<file path="src/rtl/mesh_route_unit_pkg.sv">
// Shared direction codes and per-channel FSM states for the mesh route unit.
package mesh_route_unit_pkg;

  localparam int BITS_DIR = 3;

  localparam logic [BITS_DIR-1:0] DIR_LOCAL = 3'd0;
  localparam logic [BITS_DIR-1:0] DIR_NORTH = 3'd1;
  localparam logic [BITS_DIR-1:0] DIR_EAST  = 3'd2;
  localparam logic [BITS_DIR-1:0] DIR_SOUTH = 3'd3;
  localparam logic [BITS_DIR-1:0] DIR_WEST  = 3'd4;

  typedef enum logic {
    S_IDLE   = 1'b0,
    S_LOCKED = 1'b1
  } state_e;

endpackage

</file>
<file path="src/rtl/mesh_route_unit_route_xy_calc.sv">
// Combinational dimension-ordered route: XY (x first) or YX (y first).
// Row-major addressing: x = addr % MESH_X, y = addr / MESH_X.
module route_xy_calc
  import mesh_route_unit_pkg::*;
#(
  parameter int MESH_X  = 4,
  parameter int ADDR_SZ = 4
) (
  input  logic [ADDR_SZ-1:0]  dest,
  input  logic [ADDR_SZ-1:0]  local_id,
  input  logic                yx,
  output logic [BITS_DIR-1:0] dir
);

  int dest_x, dest_y, loc_x, loc_y;

  assign dest_x = int'(dest) % MESH_X;
  assign dest_y = int'(dest) / MESH_X;
  assign loc_x  = int'(local_id) % MESH_X;
  assign loc_y  = int'(local_id) / MESH_X;

  always_comb begin
    dir = DIR_LOCAL;
    if (yx) begin
      if (dest_y > loc_y)      dir = DIR_SOUTH;
      else if (dest_y < loc_y) dir = DIR_NORTH;
      else if (dest_x > loc_x) dir = DIR_EAST;
      else if (dest_x < loc_x) dir = DIR_WEST;
    end else begin
      if (dest_x > loc_x)      dir = DIR_EAST;
      else if (dest_x < loc_x) dir = DIR_WEST;
      else if (dest_y > loc_y) dir = DIR_SOUTH;
      else if (dest_y < loc_y) dir = DIR_NORTH;
    end
  end

endmodule

</file>
<file path="src/rtl/mesh_route_unit.sv">
// Registered route stage: per-channel valid/ready pipeline register plus a
// head/locked FSM so body and tail flits follow the route chosen by their head.
module mesh_route_unit
  import mesh_route_unit_pkg::*;
#(
  parameter int MESH_X    = 4,
  parameter int MESH_Y    = 4,
  parameter int NUM_PORTS = 5,
  parameter int ROUTER_ID = 0,
  parameter int ADDR_SZ   = $clog2(MESH_X * MESH_Y)
) (
  input  logic                          clk,
  input  logic                          rst_n,
  input  logic                          cfg_yx,
  input  logic [NUM_PORTS-1:0]          in_valid,
  input  logic [NUM_PORTS-1:0]          in_head,
  input  logic [NUM_PORTS-1:0]          in_tail,
  input  logic [NUM_PORTS*ADDR_SZ-1:0]  in_dest,
  output logic [NUM_PORTS-1:0]          in_ready,
  output logic [NUM_PORTS-1:0]          out_valid,
  output logic [NUM_PORTS*BITS_DIR-1:0] out_dir,
  output logic [NUM_PORTS-1:0]          out_tail,
  input  logic [NUM_PORTS-1:0]          out_ready,
  output logic [NUM_PORTS-1:0]          err
);

  localparam int NUM_NODES = MESH_X * MESH_Y;
  localparam logic [ADDR_SZ-1:0] LOCAL_ID = ADDR_SZ'(ROUTER_ID);

  genvar gi;
  generate
    for (gi = 0; gi < NUM_PORTS; gi++) begin : g_chan
      state_e              state_q, state_d;
      logic [BITS_DIR-1:0] lock_dir_q, lock_dir_d;
      logic [BITS_DIR-1:0] out_dir_q, out_dir_d;
      logic                out_valid_q, out_valid_d;
      logic                out_tail_q, out_tail_d;
      logic                err_q, err_d;
      logic [ADDR_SZ-1:0]  dest;
      logic [BITS_DIR-1:0] calc_dir, route_dir;
      logic                bad_dest, xfer;

      assign dest = in_dest[gi*ADDR_SZ +: ADDR_SZ];

      route_xy_calc #(
        .MESH_X  (MESH_X),
        .ADDR_SZ (ADDR_SZ)
      ) u_calc (
        .dest     (dest),
        .local_id (LOCAL_ID),
        .yx       (cfg_yx),
        .dir      (calc_dir)
      );

      // Non-power-of-two meshes leave address codes with no node behind them.
      assign bad_dest  = int'(dest) >= NUM_NODES;
      assign route_dir = bad_dest ? DIR_LOCAL : calc_dir;

      assign in_ready[gi] = !out_valid_q || out_ready[gi];
      assign xfer         = in_valid[gi] && in_ready[gi];

      always_comb begin
        state_d     = state_q;
        lock_dir_d  = lock_dir_q;
        out_dir_d   = out_dir_q;
        out_tail_d  = out_tail_q;
        err_d       = err_q;
        out_valid_d = out_valid_q && !out_ready[gi];
        if (xfer) begin
          if (in_head[gi]) begin
            // A head while LOCKED breaks protocol but still starts a new packet.
            err_d       = err_q || bad_dest || (state_q == S_LOCKED);
            out_valid_d = 1'b1;
            out_dir_d   = route_dir;
            out_tail_d  = in_tail[gi];
            lock_dir_d  = route_dir;
            state_d     = in_tail[gi] ? S_IDLE : S_LOCKED;
          end else if (state_q == S_IDLE) begin
            err_d = 1'b1;
          end else begin
            out_valid_d = 1'b1;
            out_dir_d   = lock_dir_q;
            out_tail_d  = in_tail[gi];
            if (in_tail[gi]) state_d = S_IDLE;
          end
        end
      end

      always_ff @(posedge clk) begin
        if (!rst_n) begin
          state_q     <= S_IDLE;
          lock_dir_q  <= DIR_LOCAL;
          out_dir_q   <= DIR_LOCAL;
          out_valid_q <= 1'b0;
          out_tail_q  <= 1'b0;
          err_q       <= 1'b0;
        end else begin
          state_q     <= state_d;
          lock_dir_q  <= lock_dir_d;
          out_dir_q   <= out_dir_d;
          out_valid_q <= out_valid_d;
          out_tail_q  <= out_tail_d;
          err_q       <= err_d;
        end
      end

      assign out_valid[gi]                    = out_valid_q;
      assign out_dir[gi*BITS_DIR +: BITS_DIR] = out_dir_q;
      assign out_tail[gi]                     = out_tail_q;
      assign err[gi]                          = err_q;
    end
  endgenerate

endmodule

</file>
<file path="config.mk">
export PLATFORM = sky130hd
export DESIGN_NAME = mesh_route_unit
export DESIGN_NICKNAME = d
export VERILOG_FILES = /design/src/rtl/mesh_route_unit_pkg.sv /design/src/rtl/mesh_route_unit_route_xy_calc.sv /design/src/rtl/mesh_route_unit.sv
export SDC_FILE = /design/constraint.sdc
export NUM_CORES = 1
export LEC_CHECK = 0
export ABC_AREA = 0
export CELL_PAD_IN_SITES_DETAIL_PLACEMENT = 0
export CELL_PAD_IN_SITES_GLOBAL_PLACEMENT = 1
export CORE_ASPECT_RATIO = 0.8
export CORE_MARGIN = 8
export CORE_UTILIZATION = 36
export CTS_BUF_LIST = sky130_fd_sc_hd__clkbuf_8
export DETAILED_ROUTE_END_ITERATION = 16
export PLACE_DENSITY_LB_ADDON = 0.15
export SYNTH_ARGS = -nofsm -noshare
export SYNTH_HDL_FRONTEND = slang
export SYNTH_SLANG_ARGS = --single-unit
</file>
<file path="constraint.sdc">
create_clock -name clk -period 3.51 [get_ports clk]
set_input_delay 0.702 -clock clk [delete_from_list [all_inputs] [get_ports clk]]
set_output_delay 0.702 -clock clk [all_outputs]
set_load 0.1 [all_outputs]
</file>
# --- After elaboration in Yosys (flattened, before gate mapping) ---
# Cells that the tools add are included.
word_totals:
  in_bits: 43
  output_inout_bits: 35
  elab_cells: 210
  regBits: 50
op_classes:
  eq_ne: 5
  muxes: 105
  order_cmp: 20
  n_reduce_logical: 50
op_table:
  columns: ["op", "n"]
  rows:
  - ["2-to-1 mux 3 bit", 50]
  - ["2-to-1 mux 1 bit", 55]
  - ["AND reduction 2 bit", 15]
  - ["greater-than comparator 2 x 1 -> 1 bit (second input constant)", 10]
  - ["less-than comparator 2 x 1 -> 1 bit (second input constant)", 10]
  - ["logical AND 1 bit", 10]
  - ["logical NOT 1 bit", 10]
  - ["logical OR 1 bit", 10]
  - ["inequality test 2 bit (second input constant)", 5]
  - ["nonzero test 2 bit", 5]

# --- Depth between registers and ports, before layout ---
depth:
  ltp_word: 7
  ltp_mapped: 4
  mapped_depth_nobuf: 4

# --- By module ---
# From an unflattened synthesis, not the netlist that was laid out.
hier_totals:
  hier_cells: 370
  area_unflattened_um2: 3298.2
by_module_without_submodules:
  columns: ["module", "area_per_inst_um2", "seq_area_each_um2", "n_inst", "cells_per_inst"]
  rows:
  - ["mesh_route_unit", 2484.9, 1001.0, 1, 255]
  - ["route_xy_calc", 162.7, 0.0, 5, 23]

# --- Least setup slack after synthesis ---
# Ideal clock, no wire load.
synth_path:
  kind: "input port to flip-flop"
  start: "input port out_ready[4]"
  end: "register g_chan[4].lock_dir_q[1]"
  required_ns: 3.395
  path_slack_ns: 1.618
  path_stages: 4
  n_path_buf: 0
  arrival_time_ns: 1.777
  setup_time_ns: 0.115
  cell_sequence: "nand2b_2 nand3_1 and2_1 o21a_1"
synth_between:
  elab_chain_cells: 3
synth_rtl:
  columns: ["item", "line", "text"]
  rows:
  - ["from (decl)", "mesh_route_unit.sv:23", "input logic [NUM_PORTS-1:0] out_ready,"]
  - ["logical OR 1 bit", "mesh_route_unit.sv:59", "assign in_ready[gi] = !out_valid_q || out_ready[gi];"]
  - ["logical AND 1 bit", "mesh_route_unit.sv:60", "assign xfer = in_valid[gi] && in_ready[gi];"]
  - ["AND reduction 2 bit (no source line)", null, null]
  - ["to (signal assigned)", "mesh_route_unit.sv:99", "lock_dir_q <= lock_dir_d;"]
  - ["to (decl)", "mesh_route_unit.sv:34", "logic [BITS_DIR-1:0] lock_dir_q, lock_dir_d;"]
# Every way passes these cells.
# A chain may end at the register's enable or synchronous reset.

# --- Worst setup path after layout ---
layout_path:
  start: "register g_chan[3].out_valid_q"
  end: "output port out_valid[3]"
layout_lines:
  columns: ["item", "line", "text"]
  rows:
  - ["from (decl)", "mesh_route_unit.sv:36", "logic out_valid_q, out_valid_d;"]
  - ["from (signal assigned)", "mesh_route_unit.sv:101", "out_valid_q <= out_valid_d;"]
  - ["to (decl)", "mesh_route_unit.sv:20", "output logic [NUM_PORTS-1:0] out_valid,"]
# No word-level cell between the ends.

==> impl_metrics.tcl <==
set metrics [dict create \
    status "finished clean" \
    startpoint "g_chan[3].out_valid_q" \
    cts_setup_buffers 0 \
    r2r_start "g_chan[3].state_q" \
    layout-drive-gt1-share_pct 14.9 \
    fin_crit_sh_pct 71.8 \
    worst_setup_path_start_kind "flop" \
    hold_class "flop to flop" \
    nets 323 \
    reg2reg_depth 4 \
    antenna_found_initial 0 \
    rows 24 \
    ys_ff_latch 40 \
    ys_seq_area_share_pct 38.9 \
    dpl.cell_count 351 \
    rsz0062_at_grt "no" \
    cpMaxStageDelayCell "clkdlybuf4s50_1" \
    cpPeakStageDelay_ps 1150 \
    fill_cells 540 \
    r2r_end "g_chan[3].out_dir_q[0]" \
    portBuffers 72 \
    peakVddDrop_uv 220 \
    switching_share_pct 36.8 \
    p_leak_nw 1.18 \
    cts_sinks 40 \
    clock_skew_ps 3.20 \
    cts-root-buf "clkbuf_8" \
    dieArea_um2 8410 \
    maxCapViolations 0 \
    p_int_mw 0.775 \
    grt_usage_pct 11.1 \
    wl_per_cell_um 12.8 \
    sequentialPowerShare_pct 41.3 \
    path_cells "clkdlybuf4s50_1" \
    drt-initial-drc-count 62 \
    switchingPower_mw 0.451 \
    die_h_um 83.6 \
    critPathTopFamily "buffers and inverters" \
    final_cell_mix "67 x clkdlybuf4s50_1, 40 x dfxtp_1, 14 x mux2i_1, 14 x nor2b_1" \
    power.density_nw_per_um2 438 \
    ys_top_cells_by_area "dfxtp_1 39%, buf_4 7.3%, mux2i_1 6.8%" \
    synth_area_um2 2060 \
    cts_tree "yes" \
    r2r_setup_slack_ps 2320 \
    tightestPinTransition_ps 999 \
    postSynthCellCount 221 \
    final-setup-viol-count 0 \
    synth_top_area_share_pct 38.9 \
    fmax_mhz 397 \
    cts_resized 0 \
    clk_pin_slew_worst_paths_ps 70 \
    tns_ps 0 \
    clock_latency_ps 290 \
    avgViaCountPerCell 4.55 \
    grt_first_pass_wirelength_um 7550 \
    p_clk_share_pct 25.2 \
    start_util_pct 37.5 \
    slew_violations 0 \
    grt_overflow 0 \
    syn_avg_cell_area_um2 9.31 \
    gp_congestion 0.738 \
    syn_to_final_growth_pct 36.2 \
    fin_util_pct 51.0 \
    ant_nets 0 \
    drc 0 \
    dr_total_vias 1635 \
    synth_top_area_cell "dfxtp_1" \
    num_antenna_cells 0 \
    clock_path_buffers 2 \
    crit_buf_inv 1 \
    maxSlewHeadroom_pct 33.2 \
    dp_hpwl_um 3560 \
    post-route-min-period_ps 2520 \
    hold_violations 0 \
    die_x_um 101 \
    grt_max_degree 41 \
    crit_path_end_kind "output port" \
    cts_buffers 5 \
    critPathKind "flop to output port" \
    pin_count 78 \
    worstPathArrival_ps 1820 \
    core_area_um2 5500 \
    postCtsHoldBufs 0 \
    combPwrFrac_pct 33.5 \
    layout_commonest_cell "clkdlybuf4s50_1" \
    setup.worst_path.end "out_valid[3]" \
    worstPathMaxFanout 2 \
    ys_warn_count 0 \
    drtPass1Iterations 4 \
    wl_um 4610 \
    final_cells 359 \
    required_ps 2810 \
    path_depth 1 \
    synth_cell_types 33 \
    h-tree-depth 2 \
    grt_pass1_vias 1604 \
]
-- power by group through the flow --
stage / Clock [mW] / Combinational (mW) / Sequential, mW
detailed placement: 0 / 0.414 / 0.517
global placement: 0 / 0.414 / 0.516
CTS: 0.326 / 0.415 / 0.506
floorplan: 0 / 0.252 / 0.576
finish: 0.309 / 0.411 / 0.506
global route: 0.343 / 0.434 / 0.510
-- final cells by class --
type / count / area (um^2) / area share (%)
timing repair buffer: 73 / 716 / 25.5
clock buffer: 6 / 82.6 / 2.95
inverter: 10 / 37.5 / 1.34
tap: 78 / 97.6 / 3.48
sequential: 40 / 801 / 28.6
multi-input combinational: 150 / 1060 / 37.9
clock inverter: 2 / 7.51 / 0.268
-- Yosys cell counts --
cell type  count
conb_1         1
buf_4         20
dfxtp_1       40
clkbuf_1       2
a21oi_1       11
or4_4          4
nand2_1       11
nor4_1         1
buf_2          1
nor2b_1       14
xor2_1         5
inv_2          8
mux2i_1       14
o21a_1        10
or3_1          4
and2_1         1
o211ai_2       5
nor2_2         4
buf_1          1
a21boi_0       5
a211o_1        6
o22a_1         5
nand2b_1       5
nand2_2        1
nand2b_4       4
clkbuf_4       1
inv_1          2
nor2_1        11
and3_1         5
nand2_4        3
nand3_1       10
a21boi_1       5
nand2b_2       1
-- worst register-to-register path: cells and delay by family, from the launching register on --
family	cells	cell delay (ps)
buf+inv	1	50
flops	1	430
simple gates	1	160
compound gates	2	450
-- registers in the layout, summed over array words and instances (netlist names) --
| signal | cells |
|---|---|
| g_chan.err_q | 5 |
| g_chan.lock_dir_q | 10 |
| g_chan.out_dir_q | 10 |
| g_chan.out_tail_q | 5 |
| g_chan.out_valid_q | 5 |
| g_chan.state_q | 5 |
-- worst min path at each step --
stage / start / end / slack, ps / depth (start not counted)
global route: g_chan[0].out_dir_q[1] / g_chan[0].out_dir_q[1] / 470 / 2
finish: g_chan[1].out_dir_q[1] / g_chan[1].out_dir_q[1] / 460 / 2
detailed placement: g_chan[4].out_dir_q[1] / g_chan[4].out_dir_q[1] / 450 / 2
CTS: g_chan[0].out_dir_q[1] / g_chan[0].out_dir_q[1] / 460 / 2
global placement: g_chan[2].out_dir_q[1] / g_chan[2].out_dir_q[1] / 440 / 2
floorplan: g_chan[0].err_q / g_chan[0].err_q / 440 / 1
-- cells by family after synthesis --
kind of cell / count (synthesis) / share of synthesized area [%]
DFF: 40 / 38.9
and+or+nand+nor: 79 / 24.0
buffers and inverters: 35 / 10.3
muxes: 14 / 6.81
other: 1 / 0.182
xor gates and xnor gates: 5 / 2.13
AOI/OAI and AO/OA: 47 / 17.7
-- metrics by stage --
stage          area (um^2)  total power [mW]  hold slack, ps  setup WS (ps)
6_report              2800              1.23             456            988
2_1_floorplan         2070             0.828             442           1620
4_1_cts               2800              1.25             464            967
3_5_place_dp          2710             0.931             452           1190
5_1_grt               2800              1.29             473            931
3_3_place_gp          2710             0.930             438           1190
-- layer usage --
layer	up-vias	track usage (%)	routed length, um
met3	4	4.17	270
li1	854	-	-
met5	-	0	0
met1	731	14.3	2390
met4	0	4.52	42
met2	46	16.0	1910
Note: power is estimated with default switching activity, not from simulation.
==> RTL edit 1, RTL diff (config.mk and constraints unchanged) <==
Add an input register stage for `cfg_yx`; this delays it by one clock. The other inputs are not delayed to match.
--- a/src/rtl/mesh_route_unit.sv
+++ b/src/rtl/mesh_route_unit.sv
@@ -29,2 +29,8 @@
 
+  logic cfg_yx_q;
+
+  always_ff @(posedge clk) begin
+    cfg_yx_q <= cfg_yx;
+  end
+
   genvar gi;
@@ -50,3 +56,3 @@
         .local_id (LOCAL_ID),
-        .yx       (cfg_yx),
+        .yx       (cfg_yx_q),
         .dir      (calc_dir)
Check against the original RTL: not equivalent (Yosys sat finds a counterexample within 4 cycles, from zero or initial values and one cycle with rst_n low).
==> RTL edit 1 against the original RTL <==
Count of clock-buffer cells in the layout is the same; final area is 0.58% higher; sequential cell count rose by 1; synthesized area grew 0.97%; worst setup slack got worse by 0.0026 ns; non-clock buffer count stayed put; wire length up 0.50%; sequential power up 3%; power up 0.72%; final cell count stayed put; combinational power about the same; first-iteration DRC count fell by 69%.
==> RTL edit 1: results (changes against the original RTL) <==
Parameter                              Value

Placement
  Number of I/O port buffers    72 (unchanged)
  Placer's final routability congestion estimate    0.7048 (-4.5%)
  Cells after DPL    352 (+0.28%)
  Cell area after placement    2733 sq um (+0.74%)
  Hpwl dp    3.725 mm (+4.6%)

Cells and area
  Fillcell total    562 (+4.1%)
  Final non-filler cell total    359 (unchanged)
  Layout net count    324 (+0.31%)
  Layout cells sized above 1    14.95% (unchanged)
  Registers with the most flip-flops    g_chan.lock_dir_q x10, g_chan.out_dir_q x10
  Antenna cell count    0 (unchanged)

Synth
  Sequential-to-total area share from yosys stat    39.49% (+0.59 points)
  Count of warnings emitted by yosys    0 (unchanged)
  Synthesized instance count    222 (+0.45%)
  Top cells by count, synth    sky130_fd_sc_hd__dfxtp_1, sky130_fd_sc_hd__buf_4, sky130_fd_sc_hd__mux2i_1, sky130_fd_sc_hd__nor2b_1
  Post-synth ARST share    0% (unchanged)
  Synth top area cells    sky130_fd_sc_hd__dfxtp_1, sky130_fd_sc_hd__buf_4, sky130_fd_sc_hd__mux2i_1
  Count of different cell masters after synthesis    33 (unchanged)

Clock network
  Count of buffers added by post-CTS timing repair for setup    0 (unchanged)
  Count of instances resized after the clock tree is built    0 (unchanged)
  Root cell of the clock tree    sky130_fd_sc_hd__clkbuf_8
  Post-CTS clock slew at the launch and capture registers of the worst setup and hold paths    0.07 ns (about the same)
  CTS H-tree lvls    2 (unchanged)
  Clock latency at the later pin of the worst-skew pair    0.29 ns (about the same)
  TritonCTS buffer count    5 (unchanged)

Pwr
  Max VDD drop    200.7 uV (-8.7%)
  Static leakage power    1.186 nW (+0.26%)

Status
  Result of the run    finished, final reports clean

Critical path
  Cell family contributing the most delay on the critical path    buffers and inverters
  Arrival time of data at the critical path endpoint    1.82 ns (about the same)
  Crit-path slowest cell    sky130_fd_sc_hd__clkdlybuf4s50_1
  R2R setup slack    2.34 ns (+0.02 ns)
  Peak fanout along the critical path    2 (unchanged)
  Largest stage delay on the critical path    between 1 and 1.5 ns

GRT
  Largest net degree at the start of global routing    27 (-34%)
  Total GRT Usage    11.49% (+0.44 points)
  First-pass GRT wire length    7.907 mm (+4.8%)
  Via count of the first global-routing pass    1,678 (+4.6%)

Timing
  Transition at the pin with the smallest max-transition slack    0.9999 ns (+0.0005139 ns)
  Clock skew    0.003229 ns (+0.00002554 ns)

Routing
  Total iterations of the first detailed-routing run    3 (-1)
  Post-detailed-route wirelength per cell    12.91 microns (+0.50%)
  Detailed-route via count    1,626 (-0.55%)
  First DRT Iteration DRCs    19 (-69%)
  Antenna-violating nets left    0 (unchanged)

Min path
  Worst hold path class    reg2reg
==> RTL edit 1: cell count changes after synthesis, sizes merged <==
cell	unedited run	this run
dfxtp	40	41
==> RTL edit 1: layout make-up <==
type                            instances  area, sq um  share of cell area [%]
Clock buffer                            6        82.58                   2.929
Multi-Input combinational cell        150         1061                   37.64
Tap cell                               78        97.59                   3.462
Clock inverter                          1        3.754                  0.1332
Timing Repair Buffer                   73        715.7                   25.39
Inverter                               10        37.54                   1.332
Sequential cell                        41        820.8                   29.12
==> RTL edit 1: worst paths after layout <==
check | depth (start not counted) | start | endpoint
worst max register to register | 4 | g_chan[2].state_q | g_chan[2].out_dir_q[0]
worst min-delay path | 2 | g_chan[4].out_dir_q[1] | g_chan[4].out_dir_q[1]
worst min register to register | 2 | g_chan[4].out_dir_q[1] | g_chan[4].out_dir_q[1]
worst max-delay path | 1 | g_chan[2].out_valid_q | out_valid[2]
==> RTL edit 1: worst register-to-register path, cell delays in order (launching register included) <==
cell and delay (ns):
sky130_fd_sc_hd__dfxtp_1 0.42, sky130_fd_sc_hd__inv_2 0.06, sky130_fd_sc_hd__o21a_1 0.18, sky130_fd_sc_hd__a211o_1 0.26, sky130_fd_sc_hd__and3_1 0.16
==> RTL edit 1: layer usage <==
metal | vias up | track usage (%) | share of wire [%]
met4 | 0 | 4.453 | 1.4
met5 | - | 0 | 0
met3 | 7 | 5.250 | 9.4
met1 | 715 | 13.82 | 47
met2 | 44 | 17.30 | 42
li1 | 860 | - | -
==> RTL edit 1: cells by family (layout without fill, tap and decap cells) <==
kind of cell | Yosys count | count (layout) | share of synthesized area, %
flops | 41 | 41 | 39.49
other cells | 1 | 5 | 0.1804
mux | 14 | 14 | 6.743
buf+inv | 35 | 90 | 10.17
simple gates | 79 | 79 | 23.78
compound gates | 47 | 47 | 17.52
xor+xnor | 5 | 5 | 2.107
==> RTL edit 1: power by group <==
part / internal (mW) / switching (mW)
Clock: 0.153 / 0.154
Combinational: 0.135 / 0.275
Sequential: 0.498 / 0.0211
Total: 0.786 / 0.449
==> RTL edit 1: stage by stage <==
step           worst slack, ns  hold WS (ns)
2_1_floorplan            1.618        0.4416
6_report                0.9857        0.4482
5_1_grt                 0.9375        0.4710
3_3_place_gp             1.193        0.4381
4_1_cts                 0.9634        0.4518
3_5_place_dp             1.185        0.4435
==> RTL edit 2, RTL diff (config.mk and constraints unchanged) <==
Made on the original files. `MESH_X` is set to 4 in 2 places; all go to 8.
--- a/src/rtl/mesh_route_unit_route_xy_calc.sv
+++ b/src/rtl/mesh_route_unit_route_xy_calc.sv
@@ -5,3 +5,3 @@
 #(
-  parameter int MESH_X  = 4,
+  parameter int MESH_X  = 8,
   parameter int ADDR_SZ = 4
--- a/src/rtl/mesh_route_unit.sv
+++ b/src/rtl/mesh_route_unit.sv
@@ -5,3 +5,3 @@
 #(
-  parameter int MESH_X    = 4,
+  parameter int MESH_X    = 8,
   parameter int MESH_Y    = 4,
Ports: changed (resized in_dest); port bits go from 78 to 83. The function was not compared with the original's and may differ.
==> RTL edit 2 against the original RTL <==
First-iteration DRC count down 26%; worst setup slack got worse by 0.074 ns; synthesized cell count rose by 12%; fmax shrank 2.9%; sequential cell count is the same; global-route usage up 1.4 points; sequential power decreased by 1%; synthesized area rose by 1.8%; wire length grew 15%; final area rose by 0.71%; power down 1.7%; core utilization down 2.0 points; non-clock buffer count grew 6; largest power group unchanged; final cell count grew 5.8%; largest cell class unchanged.
==> RTL edit 2: results (changes against the original RTL) <==
Parameter                              Value

Cells and area
  Registers with the most flip-flops    g_chan.lock_dir_q x10, g_chan.out_dir_q x10
  Layout net count    346 (+7.1%)
  Antenna cell count    0 (unchanged)
  Layout cells sized above 1    8.696% (-6.3 points)

Synth
  Top FF cell, synth    sky130_fd_sc_hd__dfxtp_1
  Synth top area cells    sky130_fd_sc_hd__dfxtp_1, sky130_fd_sc_hd__buf_4, sky130_fd_sc_hd__a31oi_1
  Post-synth ARST share    0% (unchanged)
  Top cells by count, synth    sky130_fd_sc_hd__dfxtp_1, sky130_fd_sc_hd__nor2_1, sky130_fd_sc_hd__buf_4
  Sequential-to-total area share from yosys stat    38.21% (-0.70 points)
  Count of different cell masters after synthesis    38 (+15%)
  Count of warnings emitted by yosys    0 (unchanged)

Placement
  Placer's final routability congestion estimate    0.7565 (+2.5%)
  Number of I/O port buffers    77 (+6.9%)
  Cell area after placement    2733 sq um (+0.74%)
  Hpwl dp    3.965 mm (+11%)

Clock network
  Count of buffers added by post-CTS timing repair for setup    0 (unchanged)
  CTS H-tree lvls    2 (unchanged)
  Count of instances resized after the clock tree is built    0 (unchanged)
  Root cell of the clock tree    sky130_fd_sc_hd__clkbuf_8
  TritonCTS buffer count    5 (unchanged)
  Post-CTS clock slew at the launch and capture registers of the worst setup and hold paths    0.07 ns (about the same)
  Longest Clk Path Bufs    2 (unchanged)
  Clock latency at the later pin of the worst-skew pair    0.28 ns

Pwr
  Static leakage power    1.034 nW (-13%)
  Max VDD drop    247.0 uV (+12%)
  Sw Ratio    36.48% (-0.30 points)

GRT
  First-pass GRT wire length    8.852 mm (+17%)
  Largest net degree at the start of global routing    27 (-34%)
  Total GRT Usage    12.46% (+1.4 points)
  Number of antenna violations at the first check in global routing    0 (unchanged)

Critical path
  Peak fanout along the critical path    13 (+11)
  Arrival time of data at the critical path endpoint    1.89 ns (+0.07 ns)

Routing
  Via count normalized by instance count    5.071 (+11%)
  Post-detailed-route wirelength per cell    14.01 microns (+9.1%)
  First DRT Iteration DRCs    46 (-26%)
  Total iterations of the first detailed-routing run    4 (unchanged)

Status
  Result of the run    finished, final reports clean

Min path
  Worst hold path class    reg2reg

Timing
  Transition at the pin with the smallest max-transition slack    0.9979 ns (-0.001550 ns)
  Clock skew    0.003481 ns (+0.0002772 ns)
==> RTL edit 2: changes by cell type after synthesis, sizes merged, moves of 6 or more <==
cell	before	now
a31oi	0	15
mux2i	14	0
nand4	0	12
a21boi	10	0
buf	22	32
nor2b	14	4
nand2b	10	1
nor2	15	24
nand2	15	7
a211o	6	0
o32ai	0	6
==> RTL edit 2: final timing paths <==
kind | from | endpoint | slack [ns] | depth (start not counted)
setup reg to reg | g_chan[4].out_valid_q | g_chan[4].lock_dir_q[1] | 2.27 | 3
hold / removal | g_chan[2].err_q | g_chan[2].err_q | 0.47 | 2
setup / recovery | out_ready[4] | in_ready[4] | 0.91 | 3
hold reg to reg | g_chan[2].err_q | g_chan[2].err_q | 0.47 | 2
==> RTL edit 2: critical path: stages <==
cell and delay (ns):
sky130_fd_sc_hd__clkdlybuf4s50_1 0.45, sky130_fd_sc_hd__nand2b_1 0.36, sky130_fd_sc_hd__buf_4 0.37
==> RTL edit 2: area by class of cell <==
type                       instances  area (sq um)
fill                             606          2933
tap                               81         101.3
inverter                          10         37.54
clock inverter                     2         7.507
clock buffer                       6         82.58
multi-input combinational        162          1020
timing repair buffer              79         773.2
sequential                        40         800.8
==> RTL edit 2: logic make-up (layout without fill, tap and decap cells) <==
kind of cell | Yosys count | in the layout | synth area share (%)
xor+xnor | 5 | 5 | 2.089
simple gates | 83 | 83 | 21.73
compound gates | 69 | 69 | 23.94
other cells | 1 | 5 | 0.1789
buf+inv | 49 | 97 | 13.85
flops | 40 | 40 | 38.21
==> RTL edit 2: per-stage QoR <==
step,utilization [%],std cells,total power [mW],hold WS (ns),setup slack [ns]
2_1_floorplan,-,251,0.8187,0.4380,1.493
3_3_place_gp,47.48,372,0.9092,0.4493,0.9427
3_5_place_dp,47.48,372,0.9098,0.4568,0.9296
4_1_cts,49.04,380,1.220,0.4758,0.9168
5_1_grt,49.04,380,1.263,0.5018,0.8472
6_report,49.04,380,1.205,0.4713,0.9139
==> RTL edit 2: power by group through the flow <==
stage	clock network, mW	registers, mW	logic, mW
floorplan	0	0.559	0.260
global placement	0	0.510	0.399
detailed placement	0	0.510	0.400
CTS	0.320	0.500	0.401
global route	0.338	0.503	0.422
finish	0.307	0.499	0.399
==> RTL edit 2: per-layer routing <==
layer  track usage [%]  vias up  share of wire, %
met2             19.09       52                45
met4             3.644        0              0.39
met1             16.45      877                49
met5                 0        -                 0
li1                  -      996                 -
met3             3.471        2               6.0
